==> src/rtl/uart_sample_sequencer.sv <==
// uart_sample_sequencer
// Builds 16-bit filter samples from pairs of received UART bytes (low byte
// first), hands each sample to the filter, and returns the signed filter result
// to the UART transmitter as five bytes, least significant byte first.
// Optional feature: define SEQ_RX_TIMEOUT_EN to abandon a half-received sample
// after TIMEOUT_CYCLES idle cycles waiting for its high byte.
module uart_sample_sequencer #(
  parameter int UART_BITS      = 8,
  parameter int INPUT_WIDTH    = 16,
  parameter int OUT_WIDTH      = 38,
  parameter int TIMEOUT_CYCLES = 1000
) (
  input  logic                   clk,
  input  logic                   rst,
  input  logic [UART_BITS-1:0]   rx_data,
  input  logic                   rx_valid,
  output logic [INPUT_WIDTH-1:0] filt_in,
  output logic                   filt_in_valid,
  input  logic [OUT_WIDTH-1:0]   filt_out,
  input  logic                   filt_out_valid,
  output logic [UART_BITS-1:0]   tx_data,
  output logic                   tx_start,
  input  logic                   tx_busy,
  output logic                   overrun,
  output logic [15:0]            sample_count
);

  // The result is always sent as five bytes, so it is widened to 40 bits.
  localparam int TX_BYTES = 5;
  localparam int CAP_W    = TX_BYTES * UART_BITS;

  typedef enum logic [2:0] {
    RX_LO    = 3'd0,
    RX_HI    = 3'd1,
    FEED     = 3'd2,
    WAIT_RES = 3'd3,
    TX_SEND  = 3'd4,
    TX_GUARD = 3'd5,
    TX_WAIT  = 3'd6
  } state_t;

  state_t               state_r;
  logic [UART_BITS-1:0] lo_byte_r;
  logic [CAP_W-1:0]     cap_r;
  logic [2:0]           idx_r;
  logic                 rx_drop_s;
  logic                 tmo_hit_s;
  logic [CAP_W-1:0]     cap_ext_s;
  logic [UART_BITS-1:0] tx_byte_s;

  // Sign-extend the filter result to the full transmit width.
  always_comb begin
    cap_ext_s = {{(CAP_W-OUT_WIDTH){filt_out[OUT_WIDTH-1]}}, filt_out};
  end

  // Bytes arriving while a sample is in flight cannot be buffered and are dropped.
  always_comb begin
    rx_drop_s = 1'b0;
    case (state_r)
      RX_LO, RX_HI: rx_drop_s = 1'b0;
      default:      rx_drop_s = rx_valid;
    endcase
  end

  // Select the captured result byte addressed by the byte index.
  always_comb begin
    tx_byte_s = '0;
    case (idx_r)
      3'd0:    tx_byte_s = cap_r[1*UART_BITS-1:0*UART_BITS];
      3'd1:    tx_byte_s = cap_r[2*UART_BITS-1:1*UART_BITS];
      3'd2:    tx_byte_s = cap_r[3*UART_BITS-1:2*UART_BITS];
      3'd3:    tx_byte_s = cap_r[4*UART_BITS-1:3*UART_BITS];
      3'd4:    tx_byte_s = cap_r[5*UART_BITS-1:4*UART_BITS];
      default: tx_byte_s = '0;
    endcase
  end

`ifdef SEQ_RX_TIMEOUT_EN
  localparam int TMO_W = $clog2(TIMEOUT_CYCLES + 1);
  localparam logic [TMO_W-1:0] TMO_LAST = TMO_W'(TIMEOUT_CYCLES - 1);

  logic [TMO_W-1:0] tmo_cnt_r;

  // The timeout fires on the TIMEOUT_CYCLES-th consecutive idle cycle in RX_HI.
  always_comb begin
    if ((state_r == RX_HI) && !rx_valid && (tmo_cnt_r == TMO_LAST)) begin
      tmo_hit_s = 1'b1;
    end else begin
      tmo_hit_s = 1'b0;
    end
  end

  // Count idle cycles spent waiting for the high byte; cleared on any byte or exit.
  always_ff @(posedge clk) begin
    if (rst) begin
      tmo_cnt_r <= '0;
    end else if ((state_r == RX_HI) && !rx_valid && !tmo_hit_s) begin
      tmo_cnt_r <= tmo_cnt_r + 1'b1;
    end else begin
      tmo_cnt_r <= '0;
    end
  end
`else
  // Without the timeout feature RX_HI waits for its high byte forever.
  always_comb begin
    tmo_hit_s = 1'b0;
  end
`endif

  // Main sequencer: sample assembly, filter handshake and byte-wise transmission.
  always_ff @(posedge clk) begin
    if (rst) begin
      state_r       <= RX_LO;
      lo_byte_r     <= '0;
      cap_r         <= '0;
      idx_r         <= 3'd0;
      filt_in       <= '0;
      filt_in_valid <= 1'b0;
      tx_data       <= '0;
      tx_start      <= 1'b0;
      overrun       <= 1'b0;
      sample_count  <= 16'd0;
    end else begin
      filt_in_valid <= 1'b0;
      tx_start      <= 1'b0;
      if (rx_drop_s) begin
        overrun <= 1'b1;
      end
      case (state_r)
        RX_LO: begin
          if (rx_valid) begin
            lo_byte_r <= rx_data;
            state_r   <= RX_HI;
          end
        end
        RX_HI: begin
          // filt_in only changes as a whole, so it stays stable between pulses.
          if (rx_valid) begin
            filt_in       <= {rx_data, lo_byte_r};
            filt_in_valid <= 1'b1;
            state_r       <= FEED;
          end else if (tmo_hit_s) begin
            lo_byte_r <= '0;
            state_r   <= RX_LO;
          end
        end
        FEED: begin
          // filt_in_valid is high during this cycle only.
          state_r <= WAIT_RES;
        end
        WAIT_RES: begin
          if (filt_out_valid) begin
            cap_r   <= cap_ext_s;
            idx_r   <= 3'd0;
            state_r <= TX_SEND;
          end
        end
        TX_SEND: begin
          if (!tx_busy) begin
            tx_data  <= tx_byte_s;
            tx_start <= 1'b1;
            state_r  <= TX_GUARD;
          end
        end
        TX_GUARD: begin
          // tx_busy only rises the cycle after tx_start, so skip one cycle.
          state_r <= TX_WAIT;
        end
        TX_WAIT: begin
          if (!tx_busy) begin
            if (idx_r < 3'd4) begin
              idx_r   <= idx_r + 3'd1;
              state_r <= TX_SEND;
            end else begin
              sample_count <= sample_count + 16'd1;
              state_r      <= RX_LO;
            end
          end
        end
        default: begin
          state_r <= RX_LO;
        end
      endcase
    end
  end

endmodule

==> config.mk <==
export PLATFORM = sky130hd
export DESIGN_NAME = uart_sample_sequencer
export DESIGN_NICKNAME = d
export VERILOG_FILES = /design/src/rtl/uart_sample_sequencer.sv
export SDC_FILE = /design/constraint.sdc
export NUM_CORES = 1
export LEC_CHECK = 0
export ABC_AREA = 0
export ABC_CLOCK_PERIOD_IN_PS = 2500
export BUFFER_PORTS_ARGS = -buffer_cell sky130_fd_sc_hd__buf_2
export CAP_MARGIN = 30
export CELL_PAD_IN_SITES_DETAIL_PLACEMENT = 1
export CELL_PAD_IN_SITES_GLOBAL_PLACEMENT = 1
export CORE_AREA = 5 5 106 108
export CTS_CLUSTER_SIZE = 40
export DETAILED_ROUTE_END_ITERATION = 6
export DIE_AREA = 0 0 111 113
export GPL_TIMING_DRIVEN = 1
export PLACE_DENSITY_LB_ADDON = 0.1
export SYNTH_ARGS = -nofsm -noshare
export SYNTH_HDL_FRONTEND = slang
export SYNTH_SLANG_ARGS = --single-unit
==> constraint.sdc <==
create_clock -name clk -period 2.5 [get_ports clk]
set_input_delay 0.25 -clock clk [delete_from_list [all_inputs] [get_ports clk]]
set_output_delay 0.25 -clock clk [all_outputs]
set_load 0.1 [all_outputs]
After elaboration in Yosys (flattened, before gate mapping)
Index checks and enable logic that the tools add are counted.

word-level totals
  bits in registers = 95
  latch bits = 0
  bits in writable memories = 0
  memory bits (read-only) = 0
  input bits = 51
  output and inout port bits = 43
  word-level logic and storage cells = 61
  memories kept = 0

cells by class
  add/subtract/negate cells = 2
  multipliers = 0
  divide/modulo/power cells = 0
  order comparisons = 1
  eq/ne operators = 16
  shifts and indexed selects = 0
  muxes and demuxes = 15
  bitwise operators = 4
  reductions and logical operators = 13

operators with widths
  cell                                                  count
  one-hot mux 8 bit (5 select lines)                    1
  two-way mux 3 bit                                     9
  one-hot mux 3 bit (7 select lines)                    1
  adder 16 x 1 -> 16 bit (second input constant)        1
  equality test 3 x 2 -> 1 bit (second input constant)  4
  equality test 3 bit (second input constant)           4
  inequality test 2 bit (second input constant)         6
  AND reduction 2 bit                                   4
  equality test 3 x 1 -> 1 bit (second input constant)  2
  zero test 3 bit                                       2
  one-hot mux 3 bit (2 select lines)                    1
  OR reduction 2 bit                                    3
  AND reduction 5 bit                                   1
  inverter 1 bit                                        4
  AND reduction 4 bit                                   1
  adder 3 x 1 -> 3 bit (second input constant)          1
  less-than comparator 3 bit (second input constant)    1
  two-way mux 1 bit                                     3
  AND reduction 3 bit                                   1
  nonzero test 2 bit                                    1

Logic depth before layout (Yosys ltp)
Gate-level depths: netlist (run 1).

  depth after elaboration = 4
  depth in mapped cells = 8
  mapped depth without buffers = 6

Least setup slack after synthesis (run 1)
OpenSTA, ideal clock, no wires.

  path type = register -> register
  start point = reg sample_count[5]
  end point = reg sample_count[15]
  setup time = 0.123 ns
  data arrival time = 2.404 ns
  data required time = 2.377 ns
  slack = -0.027 ns
  cell stages (with the launch flop) = 5
  buffers on the path = 0
  period minus slack after synthesis = 2.527 ns
  cells stage by stage = dfxtp_1 -> nand4_2 -> or4_4 -> nor4_2 -> mux2_1

on the way
  longest elaborated chain between the ends = 1

RTL lines
  what                    RTL line  text
  from (decl)             25        output logic [15:0] sample_count
  from (signal assigned)  175       sample_count <= sample_count + 16'd1;
  adder 16 x 1 -> 16 bit  175

No other way between the ends.
A chain may end at the register's enable or synchronous reset.

Worst setup path in the final report (run 1)
  start point = reg state_r[2]
  end point = reg sample_count[13]

on the way
  longest elaborated chain between the ends = 2

RTL lines
  what                           RTL line  text
  from (decl)                    42        state_t state_r;
  from (signal assigned)         113       state_r <= RX_LO;
  from (signal assigned)         133       state_r <= RX_HI;
  from (signal assigned)         141       state_r <= FEED;
  equality test 3 bit            129       case (state_r)
  AND reduction 3 bit (no line)  --

No other way between the ends.

==> results of run 1 <==
==> layout make-up <==
cell class | instances | area, um2
Timing Repair Buffer | 99 | 510
Multi-Input combinational cell | 341 | 1820
Sequential cell | 95 | 1900
Fill cell | 1297 | 5480
Inverter | 11 | 41.3
Clock buffer | 13 | 169
Tap cell | 136 | 170
Clock inverter | 3 | 40.0
==> where the power goes <==
part,switching [mW],internal (mW),total (mW)
Sequential,0.0204,1.54,1.56
Combinational,0.171,0.0687,0.239
Clock,0.526,0.543,1.07
Total,0.717,2.15,2.87
==> state kept, by name (all words and copies together), names as in the netlist <==
signal and count:
sample_count 16, lo_byte_r 8, state_r 3, filt_in_valid 1
tx_data 8, overrun 1, tx_start 1, filt_in 16
cap_r 38, idx_r 3
==> how the worst min path moves through the flow <==
stage / start / endpoint / slack (ns) / cells past startpoint
final: rst / tx_start / 0.11 / 2
after global placement: filt_in[11] / filt_in[11] / 0.44 / 2
after detailed placement: filt_in[5] / filt_in[5] / 0.44 / 2
after CTS: rst / tx_start / 0.09 / 2
after floorplan: filt_out[0] / cap_r[0] / 0.39 / 2
after global routing: filt_out[37] / cap_r[37] / 0.10 / 3
==> per-layer routing <==
metal,up-vias,part of all wire [%],track usage [%]
met2,57,51,30.9
met1,1679,45,20.3
met4,0,0.87,4.19
li1,1788,-,-
met3,8,3.9,4.55
met5,-,0,0
==> cells in the final DEF (no fill, tap or decap), drive strengths merged, types with 2 or more instances in the layout <==
master  netlist  layout
o21ai        14      14
nor2         19      19
a211oi        2       2
inv          11      11
ha            6       6
clkinv        0       2
buf           7      99
a21oi        79      79
nand3         7       7
nand2       132     132
xor2          3       3
a22oi         5       5
a21o          2       2
nand4b        2       2
or3           7       7
xnor2         7       7
dfxtp        95      95
a32o          3       3
clkbuf       24      13
and3          3       3
a32oi         3       3
and3b         2       2
a22o          8       8
nor3          6       6
nor2b         4       4
or4           2       2
nand4         3       3
a222oi        3       3
nor4          6       6
==> cells by family after synthesis <==
| family | synth area share (%) |
|---|---|
| mux | 0.546 |
| flops | 48.9 |
| buf+inv | 4.31 |
| xor+xnor | 2.25 |
| fa+ha+maj | 1.93 |
| simple gates | 23.4 |
| compound gates | 18.7 |
==> results.txt, run 1 <==
----------------------------------------------------
[Floorplan]
  Die X-Extent ... 111 um
  Core area ... 10100 um2
  Number of ports placed on the die boundary ... 94
  Starting Density ... a little under two fifths
  Height of the die ... 113 um
  Row Count ... 37
  Floorplan die area ... 12500 um2

[Place]
  HPWL Detailed ... 7.79 mm
  Weighted congestion reported at the end of routability-driven placement ... around 0.80
  I/O Buffers ... 93
  Cell Area, Placed ... about 4400 um2
  Placement Setup Slack ... 0.577 ns
  Post-Place Cells ... 682

[Yosys]
  Total of warnings raised by yosys ... 0
  Area fraction of the dominant cell type after synthesis ... 48.9%
  Synthesized flop and latch total ... 95
  Synth Instances ... 478
  Most common cell in the netlist ... sky130_fd_sc_hd__nand2_1
  Count of flip-flops with a built-in enable after synthesis ... 0
  Syn avg cell area ... 8.14 um2
  Syn Nets ... about 540
  Register area share after synthesis ... 48.9%
  Fraction of registers with async set/reset ... 0%
  Most used flip-flop cell after synthesis ... sky130_fd_sc_hd__dfxtp_1
  Number of library cell types mapped by synthesis ... 47
  Most frequent cells after synthesis ... sky130_fd_sc_hd__nand2_1 (132), sky130_fd_sc_hd__dfxtp_1 (95), sky130_fd_sc_hd__a21oi_1 (79), sky130_fd_sc_hd__clkbuf_1 (24), sky130_fd_sc_hd__nor2_1 (19)
  Most area-hungry cell type in the Yosys netlist ... sky130_fd_sc_hd__dfxtp_1
  Post-synthesis cell area ... approximately 3900 um2
  Top cells by area, synth ... sky130_fd_sc_hd__dfxtp_1 (49%), sky130_fd_sc_hd__nand2_1 (13%), sky130_fd_sc_hd__a21oi_1 (10%), sky130_fd_sc_hd__clkbuf_1 (2.3%), sky130_fd_sc_hd__ha_1 (1.9%)

[Setup path]
  Kind of critical path ... flop to flop
  Cell type group with the largest total delay on the critical path ... simple AND/OR/NAND/NOR gates
  Worst flop-to-flop path startpoint ... state_r[2]
  Critical path data required time ... 2.79 ns
  Worst Setup Start Kind ... flop
  Flop2flop setup slack ... 0.57 ns
  Cells along the critical path ... nand3b_4, or4_4, or3_1, a21oi_1
  Delay of the slowest cell on the worst path ... roughly 0.62 ns
  Critical Path Stages ... 4
  Destination of the worst register-to-register timing path ... sample_count[13]
  Critical Path Fanout Max ... 15
  Arrival time reported for the critical path endpoint ... 2.22 ns
  Worst setup path endpoint ... sample_count[13]
  Kind of end point of the critical path ... flop
  CP max-delay cell ... sky130_fd_sc_hd__dfxtp_1
  Crit path buffers/inverters ... 0
  Path depth of the worst reg2reg path ... 4
  Setup crit start ... state_r[2]

[Global route]
  First-pass GRT wire length ... 17.7 mm
  Congestion Overflow GR ... 0
  Maximum number of pins on one net before global-route repair ... between 50 and 60
  Initial antenna violation count ... 0
  Global router's overall resource usage ... between 10% and 20%
  Number of global-route vias before repair ... 3638

[Finish]
  Synthesis-to-finish area growth ... 19.6%
  Number of nets in the layout ... 614
  Core occupancy in the finished layout ... 45.9%
  Layout cell share with drive strength beyond 1 ... 21.5%
  Final instance count without filler cells ... 698
  Diodes inserted ... 0
  Post-route cell area ... 4660 um2

[Route]
  Number of design rule violations left after detail routing ... 0
  DRC marker count from the first detailed-route iteration ... 114
  Wire length per cell ... 15.3 um
  Total detailed-routing wirelength ... 10.7 mm
  Pre-antenna DRT Iters ... 5
  Count of nets left with antenna violations after detail routing ... 0
  Via count normalized by instance count ... between 5 and 6
  Via Count ... 3532

[STA]
  Tcrit/Tclk final ... 77.1%
  Sum of negative setup slack ... 0 ns
  Number of slew-limit violations in the final report ... 0
  Actual transition at the worst max-transition pin ... 0.664 ns
  Unrepaired setup endpoints after global routing ... false
  Worst-case headroom to the max-slew limit ... 55.6%
  Clock skew after layout ... around 0.0099 ns
  Fin crit period ... 1.93 ns
  Post-route worst setup slack ... 0.572 ns
  Setup Viol. Count Final ... 0
  Max Clock Freq ... 0.519 GHz
  Final worst hold slack ... ~0.11 ns
  Number of endpoints with negative hold slack in the final report ... 0

[Clock network]
  Maximum count of clock buffers along a single path ... 2
  Number of instances resized during post-cts repair ... 0
  Clk sinks ... 95
  Hold_buf cts ... 0
  Clock transition at the registers of the reported paths ... 0.09 ns
  Root buffer cell ... sky130_fd_sc_hd__clkbuf_8
  Number of buffers added by the clock tree synthesis step ... 9
  CTS tree ... yes
  Later-pin clock latency in the skew report ... about 0.36 ns
  Number of H-tree branching levels ... 3
  Post-CTS setup buffer count ... 0

[Worst hold path]
  Type of the worst min-delay path ... primary input to flop

[Outcome]
  Status ... complete, no violations

[Pwr]
  Leakage power summed over all cells ... 1.85 nW
  Total design power ... 2.87 mW
  VDD IR-drop max ... around 0.00035 V
  Power Dens Cells ... between 600 and 700 nW/um2

[Flow run]
  Number of maximum-capacitance violations ... 0

----------------------------------------------------
Note: power is estimated with default switching activity, not from simulation.
==> run 2, diff against run 1 <==
--- a/config.mk
+++ b/config.mk
@@ -6,15 +6,15 @@
 export NUM_CORES = 1
 export LEC_CHECK = 0
 export ABC_AREA = 0
-export ABC_CLOCK_PERIOD_IN_PS = 2500
+export ABC_CLOCK_PERIOD_IN_PS = 1700
 export BUFFER_PORTS_ARGS = -buffer_cell sky130_fd_sc_hd__buf_2
 export CAP_MARGIN = 30
 export CELL_PAD_IN_SITES_DETAIL_PLACEMENT = 1
 export CELL_PAD_IN_SITES_GLOBAL_PLACEMENT = 1
-export CORE_AREA = 5 5 106 108
+export CORE_AREA = 5 5 112 114
 export CTS_CLUSTER_SIZE = 40
 export DETAILED_ROUTE_END_ITERATION = 6
-export DIE_AREA = 0 0 111 113
+export DIE_AREA = 0 0 117 119
 export GPL_TIMING_DRIVEN = 1
 export PLACE_DENSITY_LB_ADDON = 0.1
 export SYNTH_ARGS = -nofsm -noshare
==> constraint.sdc (replaced) <==
create_clock -name clk -period 1.7 [get_ports clk]
set_input_delay 0.17 -clock clk [delete_from_list [all_inputs] [get_ports clk]]
set_output_delay 0.17 -clock clk [all_outputs]
set_load 0.1 [all_outputs]
==> run 2 against run 1 <==
Cell area is 9.9% higher; routed wire length is 5.9% higher; sequential power grew 46%; sequential share of layout area shrank 2.5 points; register-to-register slack lost 0.52 ns; total power increased by 58%; core utilization decreased by 0.71 points.
==> results.txt, run 2 (same netlist as run 1, synthesis figures left out) <==
----------------------------------------------------
[Outcome]
  Status ... complete, no violations

[Global route]
  Congestion Overflow GR ... 0 (unchanged)
  First-pass GRT wire length ... 18.7 mm (+5.3%)
  Number of global-route vias before repair ... 3790 (+4.2%)
  Initial antenna violation count ... 1 (+1)
  Maximum number of pins on one net before global-route repair ... 89 (+56%)
  Global router's overall resource usage ... 16.7% (-0.48 points)

[Pwr]
  Total design power ... 4.54 mW (+58%)
  VDD IR-drop max ... 0.000481 V (+37%)
  Leakage power summed over all cells ... 2.08 nW (+12%)
  Power Dens Cells ... 888 nW/um2 (+44%)

[Clock network]
  Root buffer cell ... sky130_fd_sc_hd__clkbuf_16
  Clock transition at the registers of the reported paths ... 0.06 ns (-0.03 ns)
  Clk sinks ... 95 (unchanged)
  CTS tree ... yes
  Number of buffers added by the clock tree synthesis step ... 9 (unchanged)
  Maximum count of clock buffers along a single path ... 2 (unchanged)
  Number of H-tree branching levels ... 3 (unchanged)
  Later-pin clock latency in the skew report ... 0.34 ns (-0.02 ns)

[Worst hold path]
  Number of cells traversed by the worst hold path ... 3 (+1)
  Type of the worst min-delay path ... primary input to flop
  Min-Delay Startpoint ... filt_out[25]

[STA]
  Clock skew after layout ... 0.00635 ns (-0.00353 ns)
  Worst-case headroom to the max-slew limit ... 58.2% (+2.6 points)
  Fin crit period ... 1.65 ns (-0.276 ns)
  Setup Viol. Count Final ... 0 (unchanged)
  Actual transition at the worst max-transition pin ... 0.624 ns (-0.0400 ns)
  Tcrit/Tclk final ... 97.2% (+20 points)
  Number of slew-limit violations in the final report ... 0 (unchanged)
  Sum of negative setup slack ... 0 ns (unchanged)
  Max Clock Freq ... 0.605 GHz (+17%)
  Unrepaired setup endpoints after global routing ... true
  Post-route worst setup slack ... 0.0477 ns (-0.524 ns)
  Final worst hold slack ... 0.0684 ns (-0.0421 ns)
  Number of endpoints with negative hold slack in the final report ... 0 (unchanged)

[Setup path]
  Kind of end point of the critical path ... flop
  Kind of critical path ... flop to flop
  Worst Setup Start Kind ... flop
  Critical Path Fanout Max ... 3 (-12)
  Arrival time reported for the critical path endpoint ... 1.88 ns (-0.34 ns)
  Worst flop-to-flop path startpoint ... sample_count[7]
  Setup crit start ... sample_count[7]
  Critical path data required time ... 1.93 ns (-0.86 ns)
  Path depth of the worst reg2reg path ... 4 (unchanged)

[Place]
  I/O Buffers ... 93 (unchanged)
  Placement Setup Slack ... -0.0660 ns (-0.643 ns)
  HPWL Detailed ... 8.10 mm (+4.0%)
  Post-Place Cells ... 711 (+4.3%)
  Cell Area, Placed ... 4740 um2 (+6.6%)
  Weighted congestion reported at the end of routability-driven placement ... 0.771 (-3.6%)

[Flow run]
  Number of maximum-capacitance violations ... 0 (unchanged)

[Route]
  Wire length per cell ... 15.5 um (+1.2%)
  Via count normalized by instance count ... 4.98 (-1.6%)
  Via Count ... 3641 (+3.1%)
  Number of design rule violations left after detail routing ... 0 (unchanged)
  Count of nets left with antenna violations after detail routing ... 0 (unchanged)
  DRC marker count from the first detailed-route iteration ... 112 (-1.8%)
  Total detailed-routing wirelength ... 11.3 mm (+5.9%)
  Pre-antenna DRT Iters ... 4 (-1)

[Floorplan]
  Number of ports placed on the die boundary ... 94 (unchanged)
  Core area ... 11300 um2 (+12%)
  Starting Density ... 34.4% (-4.0 points)
  Row Count ... 39 (+5.4%)
  Height of the die ... 119 um (+5.3%)
  Die X-Extent ... 117 um (+5.4%)
  Floorplan die area ... 13900 um2 (+11%)

[Finish]
  Commonest cells after routing, fill and taps aside ... sky130_fd_sc_hd__nand2_1 (132), sky130_fd_sc_hd__buf_2 (93), sky130_fd_sc_hd__a21oi_1 (79)
  Largest registers ... cap_r (38), filt_in (16), sample_count (16)
  Flip-flop count of the largest register, all copies and words added ... 38 (unchanged)
  Synthesis-to-finish area growth ... 31.5%
  Diodes inserted ... 0 (unchanged)
  Core occupancy in the finished layout ... 45.2% (-0.71 points)
  Reg with most FFs ... cap_r
  Commonest non-fill, non-tap cell in the layout ... sky130_fd_sc_hd__nand2_1
  Post-route cell area ... 5120 um2 (+9.9%)
  Final instance count without filler cells ... 731 (+4.7%)
  Layout cell share with drive strength beyond 1 ... 29.4% (+7.9 points)
  Number of nets in the layout ... 640 (+4.2%)
  Fill count ... 1398 (+7.8%)

----------------------------------------------------
## run 2: cell count changes in the layout (fill, tap and decap cells not counted), moves of 4 or more
| cell | delta |
|---|---|
| sky130_fd_sc_hd__buf_4 | +21 |
| sky130_fd_sc_hd__dfxtp_1 | -17 |
| sky130_fd_sc_hd__dfxtp_4 | +16 |
| sky130_fd_sc_hd__clkbuf_8 | -10 |
| sky130_fd_sc_hd__clkbuf_16 | +9 |
| sky130_fd_sc_hd__buf_12 | +4 |
| sky130_fd_sc_hd__ha_1 | -4 |
## run 2: cell type report
class	instances	area, um2	share of cell area (%)
clock buffers	14	264	5.16
clock inverters	2	13.8	0.269
inverters	11	41.3	0.806
multi-input cells	341	1900	37.1
flip-flops and latches	95	1960	38.4
well taps	143	179	3.49
repair buffers	125	759	14.8
## run 2: worst max-delay path: stages, from the launching register on
cell and delay (ns):
sky130_fd_sc_hd__dfxtp_4 0.37, sky130_fd_sc_hd__nand4_4 0.10, sky130_fd_sc_hd__or4_4 0.51, sky130_fd_sc_hd__nor4_4 0.23
sky130_fd_sc_hd__mux2_1 0.33
## run 2: where the power goes
part	switching, mW	internal [mW]	total [mW]
Clock	0.812	1.07	1.89
Combinational	0.264	0.126	0.391
Sequential	0.0246	2.24	2.27
## run 2: final timing paths
| kind | slack (ns) | endpoint |
|---|---|---|
| setup / recovery | 0.05 | sample_count[15] |
| hold / removal | 0.07 | cap_r[25] |
| setup reg to reg | 0.05 | sample_count[15] |
| hold reg to reg | 0.45 | filt_in[6] |
## run 2: timing repair
action / in CTS / in global routing
resized for setup: 4 / 19
pin swaps: 1 / 3
hold buffers: 0 / 0
hold endpoints to repair: 0 / 0
setup buffers: 0 / 4
setup endpoints to repair: 6 / 15
## run 2: per-layer routing
metal	global-route usage, %	routed length (um)
met5	0	13
met1	20.9	4930
met3	4.01	562
met2	27.9	5640
met4	5.45	148
==> run 3, diff against run 2 <==
--- a/config.mk
+++ b/config.mk
@@ -7,7 +7,7 @@
 export LEC_CHECK = 0
 export ABC_AREA = 0
 export ABC_CLOCK_PERIOD_IN_PS = 1700
-export BUFFER_PORTS_ARGS = -buffer_cell sky130_fd_sc_hd__buf_2
+export BUFFER_PORTS_ARGS = -buffer_cell sky130_fd_sc_hd__clkbuf_2
 export CAP_MARGIN = 30
 export CELL_PAD_IN_SITES_DETAIL_PLACEMENT = 1
 export CELL_PAD_IN_SITES_GLOBAL_PLACEMENT = 1
==> run 3 against run 2 <==
Clock power increased by 3%; via count fell by 0.27%; clock skew is 0.0013 ns higher; global-route usage is 0.097 points lower; maximum frequency grew 2.7%; critical path type unchanged.
==> results.txt, run 3 (same netlist as run 1, synthesis figures left out) <==
----------------------------------------------------
[Outcome]
  Status ... complete, no violations

[STA]
  Max Clock Freq ... 0.621 GHz (+2.7%)
  Number of endpoints with negative hold slack in the final report ... 0 (unchanged)
  Post-route worst setup slack ... 0.0908 ns (+0.0431 ns)
  Worst-case headroom to the max-slew limit ... 62.9% (+4.7 points)
  Tcrit/Tclk final ... 94.7% (-2.5 points)
  Actual transition at the worst max-transition pin ... 0.554 ns (-0.0702 ns)
  Fin crit period ... 1.61 ns (-0.0431 ns)
  Final worst hold slack ... 0.0468 ns (-0.0216 ns)
  Setup Viol. Count Final ... 0 (unchanged)
  Clock skew after layout ... 0.00763 ns (+0.00128 ns)
  Number of slew-limit violations in the final report ... 0 (unchanged)
  Sum of negative setup slack ... 0 ns (unchanged)

[Clock network]
  Later-pin clock latency in the skew report ... 0.34 ns (about the same)
  Hold_buf cts ... 0 (unchanged)
  CTS tree ... yes
  Number of buffers added by the clock tree synthesis step ... 9 (unchanged)
  Clock transition at the registers of the reported paths ... 0.06 ns (about the same)
  Number of H-tree branching levels ... 3 (unchanged)
  Root buffer cell ... sky130_fd_sc_hd__clkbuf_16
  Maximum count of clock buffers along a single path ... 2 (unchanged)
  Clk sinks ... 95 (unchanged)

[Place]
  Weighted congestion reported at the end of routability-driven placement ... 0.772 (+0.19%)
  Cell Area, Placed ... 4670 um2 (-1.4%)
  Placement Setup Slack ... -0.121 ns (-0.0555 ns)
  I/O Buffers ... 93 (unchanged)
  Post-Place Cells ... 702 (-1.3%)
  HPWL Detailed ... 8.08 mm (-0.22%)

[Floorplan]
  Row Count ... 39 (unchanged)
  Height of the die ... 119 um (unchanged)
  Die X-Extent ... 117 um (unchanged)
  Starting Density ... 34.4% (unchanged)
  Core area ... 11300 um2 (unchanged)
  Number of ports placed on the die boundary ... 94 (unchanged)
  Floorplan die area ... 13900 um2 (unchanged)

[Setup path]
  Worst setup path endpoint ... sample_count[15]
  Critical path data required time ... 1.93 ns (about the same)
  Flop2flop setup slack ... 0.09 ns (+0.04 ns)
  Destination of the worst register-to-register timing path ... sample_count[15]
  Kind of end point of the critical path ... flop
  Worst Setup Start Kind ... flop
  Path depth of the worst reg2reg path ... 4 (unchanged)
  Arrival time reported for the critical path endpoint ... 1.84 ns (-0.04 ns)
  Worst flop-to-flop path startpoint ... sample_count[6]
  Kind of critical path ... flop to flop
  Critical Path Fanout Max ... 4 (+1)
  Setup crit start ... sample_count[6]

[Route]
  Count of nets left with antenna violations after detail routing ... 0 (unchanged)
  DRC marker count from the first detailed-route iteration ... 144 (+29%)
  Wire length per cell ... 15.9 um (+2.8%)
  Number of design rule violations left after detail routing ... 0 (unchanged)
  Pre-antenna DRT Iters ... 4 (unchanged)
  Via count normalized by instance count ... 5.05 (+1.4%)
  Total detailed-routing wirelength ... 11.4 mm (+1.1%)
  Via Count ... 3631 (-0.27%)

[Finish]
  Commonest cells after routing, fill and taps aside ... sky130_fd_sc_hd__nand2_1 (132), sky130_fd_sc_hd__clkbuf_2 (93), sky130_fd_sc_hd__a21oi_1 (79)
  Core occupancy in the finished layout ... 44.3% (-0.90 points)
  Flip-flop count of the largest register, all copies and words added ... 38 (unchanged)
  Diodes inserted ... 0 (unchanged)
  Largest registers ... cap_r (38), filt_in (16), sample_count (16)
  Layout cell share with drive strength beyond 1 ... 27.3% (-2.2 points)
  Final instance count without filler cells ... 719 (-1.6%)
  Post-route cell area ... 5020 um2 (-2.0%)
  Reg with most FFs ... cap_r
  Number of nets in the layout ... 628 (-1.9%)
  Synthesis-to-finish area growth ... 28.9%
  Commonest non-fill, non-tap cell in the layout ... sky130_fd_sc_hd__nand2_1

[Pwr]
  Power Dens Cells ... 917 nW/um2 (+3.4%)
  Total design power ... 4.60 mW (+1.3%)
  Leakage power summed over all cells ... 2.00 nW (-3.9%)
  VDD IR-drop max ... 0.000366 V (-24%)

[Flow run]
  Number of maximum-capacitance violations ... 0 (unchanged)

[Global route]
  Global router's overall resource usage ... 16.6% (-0.097 points)
  First-pass GRT wire length ... 18.3 mm (-2.0%)
  Maximum number of pins on one net before global-route repair ... 88 (-1.1%)
  Number of global-route vias before repair ... 3729 (-1.6%)
  Initial antenna violation count ... 0 (-1)
  Congestion Overflow GR ... 0 (unchanged)

[Worst hold path]
  Min-Delay Startpoint ... filt_out[29]
  Type of the worst min-delay path ... primary input to flop

----------------------------------------------------
run 3: changes by cell type in the layout (fill, tap and decap cells not counted), moves of 2 or more:
cell / before / now
sky130_fd_sc_hd__buf_2: 93 / 0
sky130_fd_sc_hd__buf_4: 27 / 15
sky130_fd_sc_hd__clkbuf_2: 0 / 93
sky130_fd_sc_hd__clkinv_2: 0 / 3
sky130_fd_sc_hd__dfxtp_2: 2 / 4
sky130_fd_sc_hd__dfxtp_4: 16 / 14
sky130_fd_sc_hd__inv_1: 9 / 11
sky130_fd_sc_hd__inv_2: 2 / 0
run 3: worst min-delay path by stage:
stage	cells past startpoint	endpoint
detailed placement	3	cap_r[25]
floorplan	2	cap_r[0]
CTS	3	cap_r[29]
global route	3	cap_r[15]
finish	3	cap_r[29]
global placement	3	cap_r[17]
run 3: cell type report:
| class | count | area [um2] |
|---|---|---|
| fillers | 1383 | 6300 |
| repair buffers | 113 | 669 |
| inverters | 11 | 41.3 |
| flip-flops and latches | 95 | 1960 |
| well taps | 143 | 179 |
| clock buffers | 13 | 272 |
| clock inverters | 3 | 15.0 |
| multi-input cells | 341 | 1880 |
run 3: report_power, final:
group,internal [mW],total (mW),switching (mW),leakage (nW)
sequential,2.24,2.27,0.0254,0.781
clock,1.11,1.95,0.831,0.145
combinational,0.120,0.387,0.267,1.08
run 3: layer usage:
metal	vias up	wire length, um	GRT usage [%]
met3	10	577	3.55
li1	1835	-	-
met4	0	143	6.24
met2	73	5750	27.9
met5	-	0	0
met1	1713	4950	20.5
run 3: what timing repair did:
item / CTS / global route
pin swaps: 1 / 5
endpoints found under the setup margin: 8 / 14
endpoints found under the hold margin: 0 / 0
gates resized for setup: 4 / 11
buffers inserted: 0 / 1
gates cloned: 0 / 0
run 3: worst max-delay path: stages, from the launching register on:
cell and delay, ns:
sky130_fd_sc_hd__dfxtp_4 0.37, sky130_fd_sc_hd__nand4_4 0.10, sky130_fd_sc_hd__or4_4 0.55, sky130_fd_sc_hd__nor4_4 0.16
sky130_fd_sc_hd__mux2_4 0.32
